<file path="config.mk">
export PLATFORM = sky130hd
export DESIGN_NAME = serial_comp_decoder
export DESIGN_NICKNAME = d
export VERILOG_FILES = /design/src/rtl/serial_comp_decoder_pkg.sv /design/src/rtl/serial_comp_decoder_comp_bit_dec.sv /design/src/rtl/serial_comp_decoder.sv
export SDC_FILE = /design/constraint.sdc
export NUM_CORES = 1
export LEC_CHECK = 0
export ABC_AREA = 0
export CORE_MARGIN = 2
export CORE_UTILIZATION = 25
export CTS_CLUSTER_SIZE = 16
export DETAILED_ROUTE_END_ITERATION = 8
export HOLD_SLACK_MARGIN = 0.1
export SYNTH_ARGS = -nofsm -noshare
export SYNTH_HDL_FRONTEND = slang
export SYNTH_SLANG_ARGS = --single-unit
</file>
<file path="constraint.sdc">
create_clock -name clk -period 1.5 [get_ports clk]
set_input_delay 0.3 -clock clk [delete_from_list [all_inputs] [get_ports clk]]
set_output_delay 0.3 -clock clk [all_outputs]
set_load 0.005 [all_outputs]
</file>
<file path="src/rtl/serial_comp_decoder_pkg.sv">
// Shared definitions for the serial complement decoder: FSM encoding and width limits.
// Used by both serial_comp_decoder and comp_bit_dec.
package serial_comp_decoder_pkg;

    localparam int unsigned COMP_WIDTH_MAX = 32;
    localparam int unsigned CntW           = $clog2(COMP_WIDTH_MAX + 1);

    typedef enum logic [1:0] {
        StIdle  = 2'd0,
        StShift = 2'd1,
        StHold  = 2'd2,
        StDrain = 2'd3
    } state_e;

endpackage

</file>
<file path="src/rtl/serial_comp_decoder_comp_bit_dec.sv">
// Per-bit recovery for the serial complement decoder.
// SERIAL_COMP_TWOS_EN selects two's-complement decoding (seen_one flag); default is pure inversion.
module comp_bit_dec
    import serial_comp_decoder_pkg::*;
(
    input  logic clk,
    input  logic rst,
    input  logic bit_i,
    input  logic accept_i,
    input  logic frame_start_i,
    output logic recovered_o
);

`ifdef SERIAL_COMP_TWOS_EN
    logic seen_one_q;
    logic seen_one;

    // The first bit of a frame must see a cleared flag even if the register is stale.
    always_comb begin
        seen_one    = frame_start_i ? 1'b0 : seen_one_q;
        recovered_o = seen_one ? ~bit_i : bit_i;
    end

    always_ff @(posedge clk) begin
        if (rst) begin
            seen_one_q <= 1'b0;
        end else if (accept_i) begin
            seen_one_q <= seen_one | bit_i;
        end
    end
`else
    logic unused_inputs;

    assign unused_inputs = ^{clk, rst, accept_i, frame_start_i};
    assign recovered_o   = ~bit_i;
`endif

endmodule

</file>
<file path="src/rtl/serial_comp_decoder.sv">
// Framed LSB-first serial complement decoder with valid/ready word output and frame-length check.
// SERIAL_COMP_TWOS_EN (in comp_bit_dec) switches to two's-complement decoding.
module serial_comp_decoder
    import serial_comp_decoder_pkg::*;
#(
    parameter int unsigned WIDTH = 8
) (
    input  logic             clk,
    input  logic             rst,
    input  logic             in_valid,
    input  logic             in_data,
    input  logic             in_last,
    output logic             in_ready,
    output logic             out_valid,
    input  logic             out_ready,
    output logic [WIDTH-1:0] out_word,
    output logic             err_frame
);

    localparam logic [CntW-1:0] LastCnt = CntW'(WIDTH - 1);

    state_e             state_q, state_d;
    logic [CntW-1:0]    cnt_q, cnt_d;
    logic [WIDTH-1:0]   shift_q, shift_d;
    logic [WIDTH-1:0]   out_word_q, out_word_d;
    logic               out_valid_q, out_valid_d;
    logic               err_q, err_d;
    logic               accept;
    logic               frame_start;
    logic               rec_bit;
    logic [WIDTH-1:0]   shifted;

    comp_bit_dec u_bit_dec (
        .clk           (clk),
        .rst           (rst),
        .bit_i         (in_data),
        .accept_i      (accept),
        .frame_start_i (frame_start),
        .recovered_o   (rec_bit)
    );

    always_ff @(posedge clk) begin
        if (rst) begin
            state_q     <= StIdle;
            cnt_q       <= '0;
            shift_q     <= '0;
            out_word_q  <= '0;
            out_valid_q <= 1'b0;
            err_q       <= 1'b0;
        end else begin
            state_q     <= state_d;
            cnt_q       <= cnt_d;
            shift_q     <= shift_d;
            out_word_q  <= out_word_d;
            out_valid_q <= out_valid_d;
            err_q       <= err_d;
        end
    end

    always_comb begin
        state_d     = state_q;
        cnt_d       = cnt_q;
        shift_d     = shift_q;
        out_word_d  = out_word_q;
        out_valid_d = out_valid_q;
        err_d       = 1'b0;
        shifted     = {rec_bit, shift_q[WIDTH-1:1]};
        unique case (state_q)
            StIdle: begin
                if (accept) begin
                    shift_d = shifted;
                    if (in_last) begin
                        err_d = 1'b1;
                    end else begin
                        cnt_d   = CntW'(1);
                        state_d = StShift;
                    end
                end
            end
            StShift: begin
                if (accept) begin
                    shift_d = shifted;
                    if (cnt_q == LastCnt) begin
                        cnt_d = '0;
                        if (in_last) begin
                            out_word_d  = shifted;
                            out_valid_d = 1'b1;
                            state_d     = StHold;
                        end else begin
                            state_d = StDrain;
                        end
                    end else if (in_last) begin
                        cnt_d   = '0;
                        err_d   = 1'b1;
                        state_d = StIdle;
                    end else begin
                        cnt_d = cnt_q + CntW'(1);
                    end
                end
            end
            StHold: begin
                if (out_ready) begin
                    out_valid_d = 1'b0;
                    state_d     = StIdle;
                end
            end
            StDrain: begin
                if (accept && in_last) begin
                    err_d   = 1'b1;
                    state_d = StIdle;
                end
            end
            default: state_d = StIdle;
        endcase
    end

    always_comb begin
        in_ready    = (state_q != StHold);
        accept      = in_valid & in_ready;
        frame_start = accept & (state_q == StIdle);
        out_valid   = out_valid_q;
        out_word    = out_word_q;
        err_frame   = err_q;
    end

endmodule
</file>
After elaboration in Yosys (flattened, before gate mapping)
Index checks and enable logic that the tools add are counted.
{"block": "word_totals", "elab_cells": 58, "mem_count": 0, "reg_bits": 26, "rom_bits": 0, "ramBits": 0, "latchBits": 0}
{"block": "op_classes", "n_eq_ne": 13, "div": 0, "reduce_logical": 10, "shift": 0, "magnitude_cmp": 0, "multipliers": 0, "muxes": 26, "bitwise_logic": 2, "n_addsub": 1}
{"cell": "$mux W6", "n": 5}
{"cell": "$ne A2 B2 Y1 const B", "n": 8}
{"cell": "$mux W2", "n": 7}
{"cell": "$pmux W6 S2", "n": 1}
{"cell": "$mux W1", "n": 10}
{"cell": "$pmux W2 S4", "n": 1}
{"cell": "$reduce_and A4 Y1", "n": 2}
{"cell": "$add A6 B1 Y6 const B", "n": 1}
{"cell": "$eq A6 B3 Y1 const B", "n": 1}
{"cell": "$reduce_and A6 Y1", "n": 1}
{"cell": "$reduce_and A5 Y1", "n": 1}
{"cell": "$eq A2 B2 Y1 const B", "n": 2}
{"cell": "$reduce_bool A2 Y1", "n": 2}
{"cell": "$ne A3 B3 Y1 const B", "n": 1}
{"cell": "$pmux W1 S3", "n": 1}
{"cell": "$eq A2 B1 Y1 const B", "n": 1}
{"cell": "$logic_not A2 Y1", "n": 1}
{"cell": "$pmux W1 S2", "n": 1}
{"cell": "$reduce_and A2 Y1", "n": 1}
{"cell": "$reduce_or A2 Y1", "n": 1}
{"cell": "$and A1 B1 Y1", "n": 1}
{"cell": "$logic_and A1 B1 Y1", "n": 1}
{"cell": "$not A1 Y1", "n": 1}

Logic depth before layout (Yosys ltp)
Gate-level depths: netlist (run 1).
{"block": "logic_depth", "ltp_word": 5, "ltp_mapped": 6, "ltp_nobuf": 5}

Modules after synthesis
Synthesis (run 1) repeated with hierarchy kept, for this count alone.
{"block": "hier_totals", "hier_cells": 119, "hier_area_um2": 1044.8}
{"mod": "serial_comp_decoder", "area_each_um2": 1041.0, "seq_area_each_um2": 500.5, "n_inst": 1, "cells_per_inst": 118}
{"mod": "comp_bit_dec", "area_each_um2": 3.8, "seq_area_each_um2": 0.0, "n_inst": 1, "cells_per_inst": 1}

Worst setup path before layout (run 1)
OpenSTA, ideal clock, no wires.
{"block": "synth_timing", "path_kind": "register to register", "from": "register cnt_q[0]", "to": "register out_word_q[0] (netlist: out_word[0])", "t_required_ps": 1372, "stages_incl_launch_ff": 7, "synth_period_minus_slack_ps": 1396, "setup_ps": 128, "t_arrival_ps": 1269, "slack_ps": 104, "cell_sequence": "dfxtp_1 > ha_1 > nor4b_4 > nand4_1 > buf_6 > mux2i_1 > nor2_1"}
{"block": "synth_between", "elab_chain_cells": 2}
{"element": "start: declaration", "line_no": "serial_comp_decoder.sv:23", "rtl": "logic [CntW-1:0] cnt_q, cnt_d;"}
{"element": "start signal: assignment", "line_no": "serial_comp_decoder.sv:52", "rtl": "cnt_q <= cnt_d;"}
{"element": "$eq A6 B3 Y1", "line_no": "serial_comp_decoder.sv:83", "rtl": "if (cnt_q == LastCnt) begin"}
{"element": "$reduce_and A4 Y1 (no line)"}
{"element": "end signal: assignment", "line_no": "serial_comp_decoder.sv:54", "rtl": "out_word_q <= out_word_d;"}
{"element": "end: declaration", "line_no": "serial_comp_decoder.sv:25", "rtl": "logic [WIDTH-1:0] out_word_q, out_word_d;"}
No other way between the ends.
A chain may end at the register's enable or synchronous reset.

Final worst setup path (run 1)
{"block": "layout_timing", "from": "register cnt_q[0]", "to": "register out_word_q[2] (netlist: out_word[2])"}
The elaborated chain is that of the path after synthesis.

==> flow_summary.ini, run 1 <==
[outcome]
status = complete, no violations

[drt]
drtPass1Iterations = 4
wl_met1_um = 1110
drtIter0Drc = 56
drt_wl_total_um = 2390
wire_per_inst_um = 11.9
drc = 0
wl_met3_um = 151
viasPerCell = 4.49
highest_layer = met4
dr_wl_met2_um = 1110
ant_nets = 0
vias = 902

[placement]
place.gp.congestion = 0.836
dp_hpwl_um = 1700
io_buffers = 16

[sta]
max_freq_ghz = 0.686
worstMarginPinSlew_ns = 0.284
rsz0062_at_grt = true
finalMaxSlewViolations = 0
finalClockSkew_ns = 0.00412
setup_viol = 0
holdWs_ns = 0.473
max_slew_margin = 0.810
period_needed_ns = 1.46
finalHoldViolations = 0
period_share = 0.972

[floorplanning]
die_h_um = 68.8
die_width_um = 68.8
rows = 23
io-pin-count = 17
dieArea_mm2 = 0.00473
initial_utilization = 0.261
core_area_mm2 = 0.00403

[synthesis]
ys_types = 28
syn_nets = 123
syn_area_mm2 = 0.00105
ys_seq_area_frac = 0.477
synth_edf_count = 0
ys_warn_count = 0
synthFlopType = dfxtp_1
syn_area_per_cell_um2 = 9.05
syn_inst = 116
async_flop_share = 0
ys_seq_elements = 25

[cts]
path_clk_slew_ns = 0.08
numCtsBuffers = 3
clock_sink_count = 25
cts_root_buf = clkbuf_8
cts_tree = done
h-tree-depth = 1
worst_skew_pair.late_latency_ns = 0.26
postCtsHoldBufs = 0
cts_buffer_depth = 2

[global_route]
grt_pass1_wl_um = 3810
grt_max_degree = 14
overflow = 0
grt_pass1_vias = 860
grtUsageTotal = 0.107
antenna_found_initial = 0

[power]
p_per_area_mw_per_mm2 = 831
ir_drop_v = 0.000323
cellLeakagePower_nw = 0.575

[setup_path]
crit_type = flip-flop to flip-flop
cp.arrival_ns = 1.62
start_kind = flip-flop
crit_required_ns = 1.66
worst-path-max-fanout = 3
crit_path_end_kind = flip-flop

[cells_and_area]
utilization = 0.362
diodes = 0
final_nets = 159
syn_to_final_growth_pct = 38.9
drive_gt1_frac = 0.212

[min_path]
hp-class = flip-flop to flip-flop

[run]
max_cap_violations = 0
-- registers in the layout, indices dropped and copies added, names as in the netlist --
name,flops
cnt_q,6
out_word,8
out_valid,1
state_q,2
shift_q,7
err_frame,1
-- placed cells by master (no fill, tap or decap), types with 2 or more instances in the layout --
cell,count
a211oi_1,4
a21oi_1,9
buf_4,20
clkbuf_8,3
clkdlybuf4s50_1,15
dfxtp_1,22
dfxtp_2,2
mux2i_1,7
nand2_1,18
nand2b_1,4
nand3_1,3
nand4_1,2
nor2_1,16
nor2b_1,3
nor3_1,2
xnor2_1,2
xor2_1,2
-- Yosys cell counts, types with 2 or more instances --
cell / instances / area, µm²
a211oi_1: 4 / 30.0
a21oi_1: 9 / 45.0
buf_6: 2 / 22.5
clkbuf_1: 3 / 11.3
dfxtp_1: 25 / 500
mux2i_1: 7 / 70.1
nand2_1: 18 / 67.6
nand2b_1: 4 / 25.0
nand3_1: 3 / 15.0
nand4_1: 2 / 12.5
nor2_1: 16 / 60.1
nor2b_1: 3 / 18.8
nor3_1: 2 / 10.0
o21ai_0: 2 / 10.0
xnor2_1: 2 / 17.5
xor2_1: 2 / 17.5
-- logic make-up (layout without fill, tap and decap cells) --
logic type | after synthesis | in the layout | share of synthesized area
AND/OR/NAND/NOR | 54 | 54 | 0.262
flip-flops | 25 | 25 | 0.477
AO/OA/AOI/OAI | 18 | 18 | 0.108
multiplexers | 7 | 7 | 0.0667
buffers and inverters | 7 | 42 | 0.0405
XOR/XNOR | 4 | 4 | 0.0334
adder cells (fa/ha/maj) | 1 | 1 | 0.0119
-- power by group --
group / switching, W / leakage, nW / total [W] / internal [W]
sequential: 0.0000102 / 0.204 / 0.000686 / 0.000675
clock: 0.000198 / 0.0228 / 0.000387 / 0.000190
combinational: 0.0000677 / 0.349 / 0.000138 / 0.0000706
-- area by class of cell --
class	count	area (µm²)
fill	420	2570
multi-input combinational	84	519
timing repair buffer	37	320
sequential	25	507
tap	50	62.6
inverter	1	3.75
clock buffer	4	45.0
-- final timing paths --
path / depth (start not counted) / end / slack, ns / startpoint
worst max-delay path: 6 / out_word[2]$_SDFFE_PP0P_ / 0.04 / cnt_q[0]$_SDFFE_PP0P_
worst min-delay path: 2 / shift_q[5]$_SDFFE_PP0P_ / 0.47 / shift_q[5]$_SDFFE_PP0P_
worst max register to register: 6 / out_word[2]$_SDFFE_PP0P_ / 0.04 / cnt_q[0]$_SDFFE_PP0P_
worst min register to register: 2 / shift_q[5]$_SDFFE_PP0P_ / 0.47 / shift_q[5]$_SDFFE_PP0P_
-- worst max-delay path: stages (launching register included) --
cell	delay (ns)
dfxtp_2	0.36
ha_4	0.14
nor4b_4	0.26
nand4_1	0.20
buf_4	0.19
mux2i_1	0.16
nor2_1	0.05
-- through the flow --
stage          area, µm²  TNS [ns]  power, W  worst slack, ns  cells
2_1_floorplan       1050         0  0.000762            0.104    116
3_3_place_gp        1370     -2.02  0.000833           -0.202    194
3_5_place_dp        1370     -2.52  0.000834           -0.199    194
4_1_cts             1440         0   0.00122          0.00726    200
5_1_grt             1460    -0.338   0.00128          -0.0624    201
6_report            1460         0   0.00121           0.0427    201
-- routing by layer --
layer  vias to the layer above  GRT usage
li1                        465          -
met1                       401      0.136
met2                        32      0.175
met3                         4     0.0260
met4                         0     0.0343
met5                         -          0
-- repair_timing --
item	CTS	global route
gates resized for setup	6	3
endpoints found under the setup margin	9	14
endpoints found under the hold margin	0	0
setup buffers	2	1
pin swaps	2	2
(Power assumes the default switching activity.)
==> inputs of run 2 (changes only) <==
--- a/config.mk
+++ b/config.mk
@@ -7,10 +7,11 @@
 export LEC_CHECK = 0
 export ABC_AREA = 0
 export CORE_MARGIN = 2
-export CORE_UTILIZATION = 25
+export CORE_UTILIZATION = 45
 export CTS_CLUSTER_SIZE = 16
 export DETAILED_ROUTE_END_ITERATION = 8
 export HOLD_SLACK_MARGIN = 0.1
+export PLACE_DENSITY = 0.69
 export SYNTH_ARGS = -nofsm -noshare
 export SYNTH_HDL_FRONTEND = slang
 export SYNTH_SLANG_ARGS = --single-unit
==> run 2 against run 1 <==
Die area decreased by 42%; clock skew rose by 0.0015 ns; count of clock-buffer cells in the layout shrank 1; critical path type unchanged.
==> flow_summary.ini, run 2 (synthesis results as in run 1) <==
[power]
power_switching_w = 0.000276
p_clk_frac = 0.266
cellLeakagePower_nw = 0.685
internal-power_w = 0.000845
sw_frac_of_total = 0.246
total_power_w = 0.00112
comb_power_share = 0.121
p_per_area_mw_per_mm2 = 767
pwr-share-seq = 0.613
ir_drop_v = 0.000502

[cells_and_area]
diodes = 0
final_nets = 158
final_area_mm2 = 0.00146
syn_to_final_growth_pct = 39.1
largest_reg_flops = 8
utilization = 0.660
drive_gt1_frac = 0.307
nFillCells = 182
layout_common_cells = nand2_1, buf_4, nor2_1, dfxtp_1, dfxtp_2

[min_path]
hp-start = shift_q[1]$_SDFFE_PP0P_
min_to = shift_q[1]$_SDFFE_PP0P_
hold_depth = 2
hp-class = flip-flop to flip-flop

[drt]
drtIter0Drc = 21
drt_wl_total_um = 2210
viasPerCell = 5.05
drtPass1Iterations = 5
wire_per_inst_um = 12.4
drc = 0
vias = 899
ant_nets = 0

[setup_path]
r2r_cells = 6
crit_required_ns = 1.73
start_kind = flip-flop
r2r_end = out_word[1]$_SDFFE_PP0P_
r2r_setup_slack_ns = 0.02
crit_type = flip-flop to flip-flop
crit_path_end_kind = flip-flop
worst-path-max-fanout = 6
cp.arrival_ns = 1.71
regToRegStartpoint = cnt_q[1]$_SDFFE_PP0P_

[cts]
numCtsBuffers = 3
path_clk_slew_ns = 0.13
clock_sink_count = 25
h-tree-depth = 1
worst_skew_pair.late_latency_ns = 0.32
cts_root_buf = clkbuf_4
cts_buffer_depth = 2
cts_tree = done

[floorplanning]
core_area_mm2 = 0.00221
initial_utilization = 0.475
rows = 17
dieArea_mm2 = 0.00274
die_h_um = 52.3
die_width_um = 52.3
io-pin-count = 17

[run]
max_cap_violations = 0

[sta]
max_freq_ghz = 0.674
rsz0062_at_grt = true
finalHoldViolations = 0
finalMaxSlewViolations = 0
setup_viol = 0
period_needed_ns = 1.48
finalClockSkew_ns = 0.00560
fin_ws_ns = 0.0174
max_slew_margin = 0.807
worstMarginPinSlew_ns = 0.288
period_share = 0.988

[placement]
placedInstanceArea_mm2 = 0.00135
place.gp.congestion = 0.800
io_buffers = 16
dp_hpwl_um = 1570
place_ws_ns = -0.160

[global_route]
grt_pass1_vias = 870
antenna_found_initial = 0
grt_pass1_wl_um = 3770
overflow = 0
grt_max_degree = 16
grtUsageTotal = 0.188

[outcome]
status = complete, no violations
-- run 2: changes by cell type in the layout (fill, tap and decap cells not counted), moves of 6 or more --
| cell | before | now |
|---|---|---|
| dfxtp_2 | 2 | 11 |
| dfxtp_1 | 22 | 13 |
| clkdlybuf4s50_1 | 15 | 9 |
| dlymetal6s2s_1 | 0 | 6 |
-- run 2: worst max path at each step --
stage	from	cells past startpoint	slack (ns)	end
after CTS	cnt_q[0]$_SDFFE_PP0P_	6	0.002	out_word[3]$_SDFFE_PP0P_
after global placement	in_last	6	-0.15	out_word[6]$_SDFFE_PP0P_
after floorplan	cnt_q[0]$_SDFFE_PP0P_	6	0.10	out_word[0]$_SDFFE_PP0P_
after global routing	cnt_q[1]$_SDFFE_PP0P_	6	-0.04	out_word[3]$_SDFFE_PP0P_
after detailed placement	in_last	6	-0.16	out_word[3]$_SDFFE_PP0P_
final	cnt_q[1]$_SDFFE_PP0P_	6	0.02	out_word[1]$_SDFFE_PP0P_
-- run 2: worst max-delay path: stages (launching register included) --
cell and delay, ns:
dfxtp_4 0.39, ha_4 0.14, nor4b_4 0.26, nand4_1 0.20, buf_4 0.21, mux2i_1 0.15
nor2_1 0.05
-- run 2: power groups by stage --
stage / registers (W) / logic (W) / clock network, W
floorplan: 0.000698 / 0.0000635 / 0
global placement: 0.000700 / 0.000129 / 0
detailed placement: 0.000701 / 0.000130 / 0
CTS: 0.000687 / 0.000131 / 0.000305
global route: 0.000689 / 0.000149 / 0.000335
finish: 0.000687 / 0.000135 / 0.000298
-- run 2: repair_timing --
item                       in CTS  in global routing
hold buffers                    0                  0
resized for setup               7                 22
setup buffers                   1                  2
pin swaps                       1                  7
setup endpoints to repair      10                 22
-- run 2: per-layer routing --
layer,routed length (µm),track usage,part of all wire
met5,0,0,0
met1,979,0.226,0.44
met2,1080,0.319,0.49
met3,105,0.0600,0.048
met4,36,0.0556,0.016
-- run 2: layout make-up --
| class | count | area [µm²] | area share |
|---|---|---|---|
| Multi-Input combinational cell | 84 | 536 | 0.367 |
| Sequential cell | 25 | 518 | 0.355 |
| Timing Repair Buffer | 36 | 340 | 0.233 |
| Tap cell | 28 | 35.0 | 0.0240 |
| Clock buffer | 3 | 22.5 | 0.0154 |
| Clock inverter | 1 | 5.00 | 0.00343 |
| Inverter | 1 | 3.75 | 0.00257 |
-- run 2: metrics by stage --
stage	hold slack, ns	TNS, ns	cells
finish	0.473	0	178
global route	0.513	-0.257	178
CTS	0.469	0	176
detailed placement	0.450	-2.81	171
global placement	0.441	-2.22	171
floorplan	0.377	0	116
==> inputs of run 3 (changes only) <==
--- a/config.mk
+++ b/config.mk
@@ -6,6 +6,7 @@
 export NUM_CORES = 1
 export LEC_CHECK = 0
 export ABC_AREA = 0
+export ABC_CLOCK_PERIOD_IN_PS = 1500
 export CORE_MARGIN = 2
 export CORE_UTILIZATION = 45
 export CTS_CLUSTER_SIZE = 16
==> results of run 3 <==
The final DEF is identical to that of run 2; final timing and power are the same.
